File: src/rtl/decoder.sv
`default_nettype none
// ============================================================================
// Module   : decoder
// Purpose  : RV32I(+M) decode stage with a 2-entry skid buffer between fetch
//            and execute; decoder_ready is a pure register output.
// Revision : 1.0  initial release
// ============================================================================
module decoder #(
    parameter bit CHECK_ILLEGAL = 1'b1,
    parameter bit HAS_MUL       = 1'b1
) (
    input  logic        clk,
    input  logic        reset,
    input  logic        fetcher_valid,
    input  logic [31:0] instr,
    input  logic [31:0] fetcher_pc,
    output logic        decoder_ready,
    input  logic        flush,
    input  logic        executor_ready,
    output logic        decoder_valid,
    output logic [31:0] dec_pc,
    output logic [3:0]  dec_op,
    output logic [4:0]  dec_rd,
    output logic [4:0]  dec_rs1,
    output logic [4:0]  dec_rs2,
    output logic [2:0]  dec_funct3,
    output logic        dec_alt,
    output logic        dec_mul,
    output logic [31:0] dec_imm,
    output logic        dec_illegal
);

    typedef struct packed {
        logic [31:0] pc;
        logic [3:0]  op;
        logic [4:0]  rd;
        logic [4:0]  rs1;
        logic [4:0]  rs2;
        logic [2:0]  funct3;
        logic        alt;
        logic        mul;
        logic [31:0] imm;
        logic        illegal;
    } dec_t;

    localparam logic [1:0] c_EMPTY = 2'd0;
    localparam logic [1:0] c_ONE   = 2'd1;
    localparam logic [1:0] c_TWO   = 2'd2;

    localparam logic [3:0] c_OP_LUI    = 4'd0;
    localparam logic [3:0] c_OP_AUIPC  = 4'd1;
    localparam logic [3:0] c_OP_JAL    = 4'd2;
    localparam logic [3:0] c_OP_JALR   = 4'd3;
    localparam logic [3:0] c_OP_BRANCH = 4'd4;
    localparam logic [3:0] c_OP_LOAD   = 4'd5;
    localparam logic [3:0] c_OP_STORE  = 4'd6;
    localparam logic [3:0] c_OP_OPIMM  = 4'd7;
    localparam logic [3:0] c_OP_OP     = 4'd8;
    localparam logic [3:0] c_OP_FENCE  = 4'd9;
    localparam logic [3:0] c_OP_SYSTEM = 4'd10;
    localparam logic [3:0] c_OP_NONE   = 4'd15;

    logic [1:0]  r_state;
    logic        r_ready;
    dec_t        r_out;
    dec_t        r_skid;

    logic [1:0]  w_next;
    logic        w_ld_dec;
    logic        w_ld_skid_to_out;
    logic        w_ld_skid;
    logic        w_accept;
    logic        w_consume;
    logic        w_bad;
    dec_t        w_dec;

    logic [6:0]  w_opcode;
    logic [6:0]  w_funct7;
    logic [2:0]  w_f3;
    logic [31:0] w_imm_i;
    logic [31:0] w_imm_s;
    logic [31:0] w_imm_b;
    logic [31:0] w_imm_u;
    logic [31:0] w_imm_j;

    assign w_opcode = instr[6:0];
    assign w_funct7 = instr[31:25];
    assign w_f3     = instr[14:12];
    assign w_imm_i  = {{20{instr[31]}}, instr[31:20]};
    assign w_imm_s  = {{20{instr[31]}}, instr[31:25], instr[11:7]};
    assign w_imm_b  = {{19{instr[31]}}, instr[31], instr[7], instr[30:25], instr[11:8], 1'b0};
    assign w_imm_u  = {instr[31:12], 12'b0};
    assign w_imm_j  = {{11{instr[31]}}, instr[31], instr[19:12], instr[20], instr[30:21], 1'b0};

    // Opcodes all end in 2'b11, so a non-32-bit encoding falls into the default arm.
    always_comb begin
        w_dec        = '0;
        w_dec.pc     = fetcher_pc;
        w_dec.funct3 = w_f3;
        w_dec.op     = c_OP_NONE;
        w_bad        = 1'b0;
        case (w_opcode)
            7'b0110111: begin
                w_dec.op = c_OP_LUI;   w_dec.rd = instr[11:7]; w_dec.imm = w_imm_u;
            end
            7'b0010111: begin
                w_dec.op = c_OP_AUIPC; w_dec.rd = instr[11:7]; w_dec.imm = w_imm_u;
            end
            7'b1101111: begin
                w_dec.op = c_OP_JAL;   w_dec.rd = instr[11:7]; w_dec.imm = w_imm_j;
            end
            7'b1100111: begin
                w_dec.op  = c_OP_JALR; w_dec.rd = instr[11:7]; w_dec.rs1 = instr[19:15];
                w_dec.imm = w_imm_i;
                w_bad     = (w_f3 != 3'b000);
            end
            7'b1100011: begin
                w_dec.op  = c_OP_BRANCH; w_dec.rs1 = instr[19:15]; w_dec.rs2 = instr[24:20];
                w_dec.imm = w_imm_b;
                w_bad     = (w_f3 == 3'b010) || (w_f3 == 3'b011);
            end
            7'b0000011: begin
                w_dec.op  = c_OP_LOAD; w_dec.rd = instr[11:7]; w_dec.rs1 = instr[19:15];
                w_dec.imm = w_imm_i;
                w_bad     = (w_f3 == 3'b011) || (w_f3 == 3'b110) || (w_f3 == 3'b111);
            end
            7'b0100011: begin
                w_dec.op  = c_OP_STORE; w_dec.rs1 = instr[19:15]; w_dec.rs2 = instr[24:20];
                w_dec.imm = w_imm_s;
                w_bad     = (w_f3[2] || (w_f3 == 3'b011));
            end
            7'b0010011: begin
                w_dec.op  = c_OP_OPIMM; w_dec.rd = instr[11:7]; w_dec.rs1 = instr[19:15];
                w_dec.imm = w_imm_i;
                if (w_f3 == 3'b001) begin
                    w_dec.imm = {27'b0, instr[24:20]};
                    w_bad     = (w_funct7 != 7'b0000000);
                end else if (w_f3 == 3'b101) begin
                    w_dec.imm = {27'b0, instr[24:20]};
                    w_dec.alt = instr[30];
                    w_bad     = (w_funct7 != 7'b0000000) && (w_funct7 != 7'b0100000);
                end
            end
            7'b0110011: begin
                w_dec.op  = c_OP_OP; w_dec.rd = instr[11:7]; w_dec.rs1 = instr[19:15];
                w_dec.rs2 = instr[24:20];
                if (w_funct7 == 7'b0100000) begin
                    w_dec.alt = 1'b1;
                    w_bad     = (w_f3 != 3'b000) && (w_f3 != 3'b101);
                end else if (w_funct7 == 7'b0000001) begin
                    w_dec.mul = HAS_MUL;
                    w_bad     = !HAS_MUL;
                end else begin
                    w_bad     = (w_funct7 != 7'b0000000);
                end
            end
            7'b0001111: begin
                w_dec.op  = c_OP_FENCE; w_dec.rd = instr[11:7]; w_dec.rs1 = instr[19:15];
                w_dec.imm = w_imm_i;
                w_bad     = (w_f3 != 3'b000);
            end
            7'b1110011: begin
                w_dec.op  = c_OP_SYSTEM; w_dec.rd = instr[11:7]; w_dec.rs1 = instr[19:15];
                w_dec.imm = w_imm_i;
                w_bad     = (w_f3 == 3'b100);
            end
            default: w_bad = 1'b1;
        endcase
        // Illegal encodings still flow downstream, but never write a register.
        if (CHECK_ILLEGAL && w_bad) begin
            w_dec.op      = c_OP_NONE;
            w_dec.rd      = 5'd0;
            w_dec.mul     = 1'b0;
            w_dec.illegal = 1'b1;
        end
    end

    assign w_accept  = fetcher_valid && r_ready;
    assign w_consume = (r_state != c_EMPTY) && executor_ready;

    always_comb begin
        w_next           = r_state;
        w_ld_dec         = 1'b0;
        w_ld_skid_to_out = 1'b0;
        w_ld_skid        = 1'b0;
        if (flush) begin
            w_next = c_EMPTY;
        end else begin
            case (r_state)
                c_EMPTY: begin
                    if (w_accept) begin
                        w_next   = c_ONE;
                        w_ld_dec = 1'b1;
                    end
                end
                c_ONE: begin
                    if (w_accept && w_consume) begin
                        w_ld_dec = 1'b1;
                    end else if (w_consume) begin
                        w_next = c_EMPTY;
                    end else if (w_accept) begin
                        w_next    = c_TWO;
                        w_ld_skid = 1'b1;
                    end
                end
                c_TWO: begin
                    if (w_consume) begin
                        w_next           = c_ONE;
                        w_ld_skid_to_out = 1'b1;
                    end
                end
                default: w_next = c_EMPTY;
            endcase
        end
    end

    always_ff @(posedge clk or posedge reset) begin
        if (reset) begin
            r_state <= c_EMPTY;
            r_ready <= 1'b1;
            r_out   <= '0;
            r_skid  <= '0;
        end else begin
            r_state <= w_next;
            r_ready <= (w_next != c_TWO);
            if (w_ld_dec) begin
                r_out <= w_dec;
            end else if (w_ld_skid_to_out) begin
                r_out <= r_skid;
            end
            if (w_ld_skid) begin
                r_skid <= w_dec;
            end
        end
    end

    assign decoder_ready = r_ready;
    assign decoder_valid = (r_state != c_EMPTY);
    assign dec_pc        = r_out.pc;
    assign dec_op        = r_out.op;
    assign dec_rd        = r_out.rd;
    assign dec_rs1       = r_out.rs1;
    assign dec_rs2       = r_out.rs2;
    assign dec_funct3    = r_out.funct3;
    assign dec_alt       = r_out.alt;
    assign dec_mul       = r_out.mul;
    assign dec_imm       = r_out.imm;
    assign dec_illegal   = r_out.illegal;

endmodule
`default_nettype wire
File: config.mk
export PLATFORM = sky130hd
export DESIGN_NAME = decoder
export DESIGN_NICKNAME = d
export VERILOG_FILES = /design/src/rtl/decoder.sv
export SDC_FILE = /design/constraint.sdc
export NUM_CORES = 1
export LEC_CHECK = 0
export CORE_MARGIN = 2
export CORE_UTILIZATION = 43
export DETAILED_ROUTE_END_ITERATION = 8
export DONT_BUFFER_PORTS = 1
export GPL_ROUTABILITY_DRIVEN = 0
export HOLD_SLACK_MARGIN = 0.03
export PLACE_DENSITY = 0.59
export SLEW_MARGIN = 20
export SYNTH_ARGS = -nofsm -noshare
export SYNTH_HDL_FRONTEND = slang
export SYNTH_SLANG_ARGS = --single-unit
export TNS_END_PERCENT = 20
File: constraint.sdc
create_clock -name clk -period 7.1 [get_ports clk]
set_clock_uncertainty 0.1 [all_clocks]
set_input_delay 1.42 -clock clk [delete_from_list [all_inputs] [get_ports clk]]
set_output_delay 1.42 -clock clk [all_outputs]
set_load 0.01 [all_outputs]
==> results of run 1 <==
## worst min path at each step
stage / cells past startpoint / start / end / slack, ns
floorplan: 2 / r_skid[48]$_DFFE_PP0P_ / r_skid[48]$_DFFE_PP0P_ / 0.34
global placement: 2 / r_skid[51]$_DFFE_PP0P_ / r_skid[51]$_DFFE_PP0P_ / 0.36
detailed placement: 2 / r_skid[51]$_DFFE_PP0P_ / r_skid[51]$_DFFE_PP0P_ / 0.37
CTS: 2 / r_skid[51]$_DFFE_PP0P_ / r_skid[51]$_DFFE_PP0P_ / 0.38
global route: 2 / r_skid[61]$_DFFE_PP0P_ / r_skid[61]$_DFFE_PP0P_ / 0.39
finish: 2 / r_skid[64]$_DFFE_PP0P_ / r_skid[64]$_DFFE_PP0P_ / 0.38
## cell type report
class,instances,share of cell area [%]
clock buffers,20,5.027
clock inverters,10,1.408
inverters,19,0.8590
multi-input cells,585,37.57
flip-flops and latches,181,50.99
well taps,234,3.295
repair buffers,10,0.8450
## per-layer routing
layer	vias up	wire length (um)	GRT usage [%]
met1	3054	8738	27.76
met2	250	9937	34.24
met5	-	0	0
met4	0	327	6.211
li1	2922	-	-
met3	23	2038	7.391
## placed cells by master, fill, tap and decap left out, types with 3 or more instances in the layout
| master | n |
|---|---|
| nand3b_1 | 7 |
| a21o_1 | 13 |
| a22o_1 | 16 |
| xor2_1 | 3 |
| nor2b_1 | 7 |
| a21oi_1 | 29 |
| buf_4 | 10 |
| and3b_1 | 3 |
| a221o_1 | 13 |
| and3_1 | 3 |
| clkinv_4 | 3 |
| nor3_1 | 10 |
| mux2i_1 | 5 |
| a222oi_1 | 10 |
| nor2_1 | 51 |
| nor2_4 | 3 |
| a211oi_1 | 4 |
| clkinvlp_4 | 4 |
| a221oi_1 | 4 |
| o21ai_1 | 36 |
| or2_2 | 3 |
| nand2b_1 | 4 |
| o21ai_0 | 7 |
| clkbuf_16 | 17 |
| o41ai_2 | 4 |
| a31oi_1 | 5 |
| nand2_1 | 228 |
| dfrtp_1 | 180 |
| mux2_2 | 4 |
| o211ai_1 | 3 |
| a211o_1 | 11 |
| nand3_1 | 6 |
| a22oi_1 | 45 |
| inv_1 | 18 |
| o31ai_1 | 9 |
## power by group through the flow
| stage | sequential [W] | combinational (W) | clock [W] |
|---|---|---|---|
| after global placement | 0.00130 | 0.000227 | 0 |
| after CTS | 0.00129 | 0.000241 | 0.000939 |
| after floorplan | 0.00127 | 0.000198 | 0 |
| after global routing | 0.00130 | 0.000276 | 0.000980 |
| after detailed placement | 0.00131 | 0.000240 | 0 |
| final | 0.00129 | 0.000237 | 0.000912 |
## stage by stage
| step | power, W | instance area [sq um] |
|---|---|---|
| final | 0.002434 | 8885 |
| after global routing | 0.002558 | 8885 |
| after CTS | 0.002465 | 8885 |
| after detailed placement | 0.001545 | 8313 |
| after global placement | 0.001526 | 8313 |
| after floorplan | 0.001472 | 8138 |
## cells by family (layout without fill, tap and decap cells)
kind of cell	Yosys count	after routing	share of synthesized area [%]
muxes	9	9	1.168
AOI/OAI and AO/OA	229	229	20.94
DFF	181	181	55.67
buffers and inverters	74	59	3.598
and+or+nand+nor	344	344	18.30
xor gates and xnor gates	3	3	0.3229
## flip-flops by register name (all words and copies together), names as in the netlist
name           count
dec_op             4
r_skid            89
r_state            2
dec_rd             5
decoder_ready      1
dec_imm           32
dec_funct3         3
dec_rs1            5
dec_illegal        1
dec_mul            1
dec_alt            1
dec_pc            32
dec_rs2            5
## worst max-delay path, stage by stage
cell and delay, ns:
nand2_1 0.12, nor3b_1 0.46, nand2_4 0.45, buf_4 0.46
a311oi_1 0.28, buf_4 0.23, a211o_1 0.12
==> out/metrics.csv, run 1 <==
stage;metric;value;unit
timing;worst setup margin;3.752;ns
global_route;vias in the first global route;6175;
clock_network;# hold bufs at CTS;0;
worst_setup_path;Worst setup SP type;input port;
detailed_routing;via count;6249;
power_and_ir_drop;maximum vdd drop;0.0001718;V
worst_setup_path;crit path kind;input port to register;
clock_network;CTS tree;built;
place;DP Wirelength;13980;um
synthesis;FF+latch count, synth;181;
power_and_ir_drop;clock power share;37.5;%
detailed_routing;WL/cell;19.87;um
synthesis;register area share after synthesis;55.67;%
place;dpl cells;1029;
synthesis;largest area contributor in the netlist;dfrtp_1;
timing;final hold slack;0.3794;ns
synthesis;Commonest cells post-synth;nand2_1 (229), dfrtp_1 (180), nor2_1 (53);
detailed_routing;first drt pass iteration count;6;
floorplanning;die width;141.6;um
final_layout;register area;4531;sq um
floorplanning;# rows;50;
worst_setup_path;WP data required;7.36;ns
clock_network;post-CTS sizing;0;
worst_setup_path;worst-case reg-to-reg path depth;7;
timing;Max Freq;0.2987;GHz
final_layout;Fillers;1773;
clock_network;Clock Pin Slew Worst Setup and Hold Paths;0.06;ns
floorplanning;die area;20040;sq um
detailed_routing;Vias/cell;5.901;
clock_network;# clock sinks;181;
synthesis;Post-Syn Area per Cell;9.688;sq um
synthesis;Post-Synthesis Cell Area;8138;sq um
global_route;largest net degree at the start of global routing;111;
power_and_ir_drop;pwr dens;274.0;nW/um^2
detailed_routing;Routed WL;21040;um
place;Setup WS pre-CTS;3.305;ns
floorplanning;core area;18640;sq um
final_layout;Core Util, Final;47.66;%
timing;Slew Viols, Final;0;
power_and_ir_drop;Logic pwr share;9.7;%
worst_setup_path;FF-to-FF Start;decoder_ready$_DFF_PP1_;
synthesis;EDFF count, synth;0;
floorplanning;# IOs;160;
worst_setup_path;reg2reg setup slack;4.17;ns
global_route;Total GRT Usage;21.41;%
floorplanning;Die Y;141.6;um
power_and_ir_drop;Sw Share;26.45;%
worst_setup_path;Worst Setup EP;r_skid[23]$_DFFE_PP0P_;
clock_network;Setup Buffers After CTS;0;
synthesis;Yosys warning count;0;
timing;RSZ-0062 raised after global routing;no;
timing;min Tclk post-route;3.348;ns
final_layout;Post-Layout Cell Count;1059;
power_and_ir_drop;Reg power frac;52.8;%
clock_network;htree depth;4;
clock_network;clk_lat worst skew;0.42;ns
outcome;run status;finished clean;
final_layout;share of post-route cells with drive strength above 1;7.879;%
global_route;antenna violations before repair;0;
power_and_ir_drop;Sw Pwr;0.0006439;W
timing;Max-slew headroom;34.36;%
final_layout;multi-input logic area;3338;sq um
final_layout;# diodes;0;
global_route;first-pass GRT wire length;33980;um
clock_network;Root Buffer;clkbuf_16;
synthesis;count of different cell masters after synthesis;66;
timing;fin crit share;47.15;%
power_and_ir_drop;Internal;0.001790;W
timing;worst-margin pin slew;0.9846;ns
synthesis;count leader, synth;nand2_1;
worst_setup_path;CP max FO;62;
timing;total negative slack;0;ns
final_layout;Syn-to-layout area delta;9.179;%
synthesis;Async S/R FF share, synth;100.0;%
worst_hold_path;HP Class;register to register;
synthesis;leading post-synthesis cells by cell area;dfrtp_1 (55%), nand2_1 (11%), a22oi_1 (4.2%), nor2_1 (2.4%), o21ai_1 (2.2%);
synthesis;Mapped Cells;840;
worst_setup_path;critical path arrival;3.61;ns
synthesis;Primary FF master, synth;dfrtp_1;
synthesis;syn_nets;909;
power_and_ir_drop;P_leak;4.220;nW
place;Buffers on Ports;0;
clock_network;clk buf depth;2;
detailed_routing;# DRC;0;
job;MaxCap Viol Count;0;
detailed_routing;Starting DRT DRC Count;413;
global_route;gr ovfl total;0;
worst_setup_path;reg-to-reg endpoint;r_skid[23]$_DFFE_PP0P_;
detailed_routing;Post-DRT Antenna Nets;0;
final_layout;Layout Nets;883;
clock_network;Num CTS Buffers;17;
synthesis;Yosys top cell area share;55.35;%
timing;final hold vios;0;
worst_setup_path;CP Capture Type;register;
floorplanning;Initial Util;43.65;%
timing;final setup fails;0;
worst_setup_path;Worst setup startpoint;fetcher_valid;
No activity file was read; power rests on OpenSTA's default activity.
==> inputs of run 2 (changes only) <==
==> constraint.sdc (replaced) <==
create_clock -name clk -period 3.15 [get_ports clk]
set_clock_uncertainty 0.1 [all_clocks]
set_input_delay 0.63 -clock clk [delete_from_list [all_inputs] [get_ports clk]]
set_output_delay 0.63 -clock clk [all_outputs]
set_load 0.01 [all_outputs]
==> run 2 against run 1 <==
  * Largest cell class unchanged
  * Combinational power increased by 130%
  * Flip-flop and latch count unchanged
  * Utilization increased by 0.66 points
  * Highest routed layer unchanged
  * Global-route usage increased by 0.069 points
==> out/metrics.csv, run 2 (same netlist as run 1, synthesis figures left out) <==
stage;metric;value;unit
floorplanning;# rows;50;
timing;Slew Viols, Final;0;
worst_hold_path;HP Class;input port to register;
worst_setup_path;reg2reg setup slack;0.66;ns
final_layout;Fillers;1754;
floorplanning;die width;141.6;um
detailed_routing;Post-DRT Antenna Nets;0;
floorplanning;die area;20040;sq um
global_route;vias in the first global route;6181;
clock_network;# clock sinks;181;
clock_network;Setup Buffers After CTS;0;
detailed_routing;Max Used Layer;met4;
global_route;antenna violations before repair;0;
worst_setup_path;worst-case reg-to-reg path depth;5;
global_route;largest net degree at the start of global routing;78;
final_layout;# diodes;0;
worst_hold_path;cell depth of the worst hold path;1;
floorplanning;core area;18640;sq um
power_and_ir_drop;P_leak;4.292;nW
clock_network;Root Buffer;clkbuf_16;
detailed_routing;via count;6328;
worst_setup_path;Slowest-stage cell, CP;or4_1;
worst_setup_path;CP peak stage delay;0.77;ns
final_layout;commonest non-fill, non-tap cell in the layout;nand2_1;
timing;RSZ-0062 raised after global routing;no;
worst_setup_path;Worst setup SP type;register;
timing;Max-slew headroom;54.78;%
timing;final hold vios;0;
timing;fin crit share;78.91;%
detailed_routing;WL/cell;19.90;um
clock_network;clk buf depth;2;
worst_setup_path;CP Cell Sequence;nand2_1 -> or4_1 -> nor2_1 -> a31o_2 -> a21o_1;
worst_setup_path;WP data required;3.41;ns
final_layout;Syn-to-layout area delta;10.69;%
timing;final hold slack;0.1705;ns
worst_setup_path;critical path arrival;2.74;ns
timing;final setup fails;0;
clock_network;CTS tree;built;
timing;total negative slack;0;ns
final_layout;Core Util, Final;48.32;%
final_layout;most used cells in the layout excluding fill and tap cells;nand2_1 (228), dfrtp_1 (180), nor2_1 (51);
timing;min Tclk post-route;2.486;ns
final_layout;Layout Nets;892;
detailed_routing;Starting DRT DRC Count;677;
detailed_routing;met1 WL;8960;um
final_layout;Top reg by flops;r_skid;
detailed_routing;first drt pass iteration count;6;
worst_hold_path;Hold Crit Endpoint;r_state[0]$_DFF_PP0_;
clock_network;htree depth;4;
final_layout;max reg flops;89;
detailed_routing;# DRC;0;
worst_setup_path;FF-to-FF Start;decoder_ready$_DFF_PP1_;
detailed_routing;Vias/cell;5.914;
outcome;run status;finished clean;
clock_network;Num CTS Buffers;17;
floorplanning;Initial Util;43.65;%
worst_hold_path;Hold Startpoint;flush;
place;DP Wirelength;14850;um
clock_network;clk_lat worst skew;0.42;ns
detailed_routing;DR WL met3;2180;um
floorplanning;# IOs;160;
timing;Max Freq;0.4023;GHz
timing;worst-margin pin slew;0.6783;ns
worst_setup_path;CP Capture Type;register;
power_and_ir_drop;maximum vdd drop;0.0003899;V
clock_network;Clock Pin Slew Worst Setup and Hold Paths;0.07;ns
worst_setup_path;CP max FO;10;
place;Setup WS pre-CTS;0.6312;ns
floorplanning;Die Y;141.6;um
job;MaxCap Viol Count;0;
worst_setup_path;crit path kind;register to register;
timing;worst setup margin;0.6645;ns
final_layout;share of post-route cells with drive strength above 1;8.852;%
global_route;gr ovfl total;0;
power_and_ir_drop;pwr dens;614.8;nW/um^2
worst_setup_path;reg-to-reg endpoint;dec_imm[10]$_DFFE_PP0P_;
global_route;first-pass GRT wire length;33980;um
global_route;Total GRT Usage;21.48;%
place;Buffers on Ports;0;
detailed_routing;DR WL met2;9861;um
detailed_routing;Routed WL;21290;um
-- run 2: layout make-up --
type                    count  area, sq um  share of cell area (%)
multi-input cells         585         3338                   37.06
well taps                 234        292.8                   3.250
inverters                  19        75.07                  0.8334
clock buffers              22        464.2                   5.153
flip-flops and latches    181         4531                   50.30
clock inverters            10        123.9                   1.375
repair buffers             19        182.7                   2.028
-- run 2: per-layer routing --
| metal | vias up | global-route usage [%] |
|---|---|---|
| met4 | 0 | 6.158 |
| met2 | 286 | 32.78 |
| met3 | 29 | 7.627 |
| met1 | 3081 | 29.08 |
| li1 | 2932 | - |
| met5 | - | 0 |
-- run 2: where the power goes --
group,leakage [nW],switching [W],internal (W)
registers,2.36,0.000252,0.00264
clock network,0.281,0.000880,0.00122
logic,1.65,0.000329,0.000217
-- run 2: worst max path at each step --
stage / start / endpoint / slack [ns] / cells after the start
finish: decoder_ready$_DFF_PP1_ / dec_imm[10]$_DFFE_PP0P_ / 0.66 / 5
global route: decoder_ready$_DFF_PP1_ / dec_imm[5]$_DFFE_PP0P_ / 0.53 / 5
CTS: decoder_ready$_DFF_PP1_ / dec_imm[10]$_DFFE_PP0P_ / 0.67 / 5
detailed placement: fetcher_valid / dec_imm[8]$_DFFE_PP0P_ / 0.63 / 5
global placement: fetcher_valid / dec_imm[9]$_DFFE_PP0P_ / 0.70 / 5
floorplan: reset / dec_alt$_DFFE_PP0P_ / 0.1 / 1
-- run 2: critical path: cells and delay by family (launching register included) --
family	cells	cell delay [ns]
simple gates	3	1.36
flops	1	0.57
compound gates	2	0.39
-- run 2: per-stage QoR --
step / area (sq um) / cells / power (W)
3_5_place_dp: 8409 / 1037 / 0.003488
4_1_cts: 9007 / 1070 / 0.005593
3_3_place_gp: 8409 / 1037 / 0.003449
6_report: 9007 / 1070 / 0.005538
2_1_floorplan: 8142 / 840 / 0.003319
5_1_grt: 9007 / 1070 / 0.005816
-- run 2: timing repair --
item                      4_1_cts  5_1_grt
hold endpoints to repair        9        0
resized for setup               0        0
hold buffers                    1        0
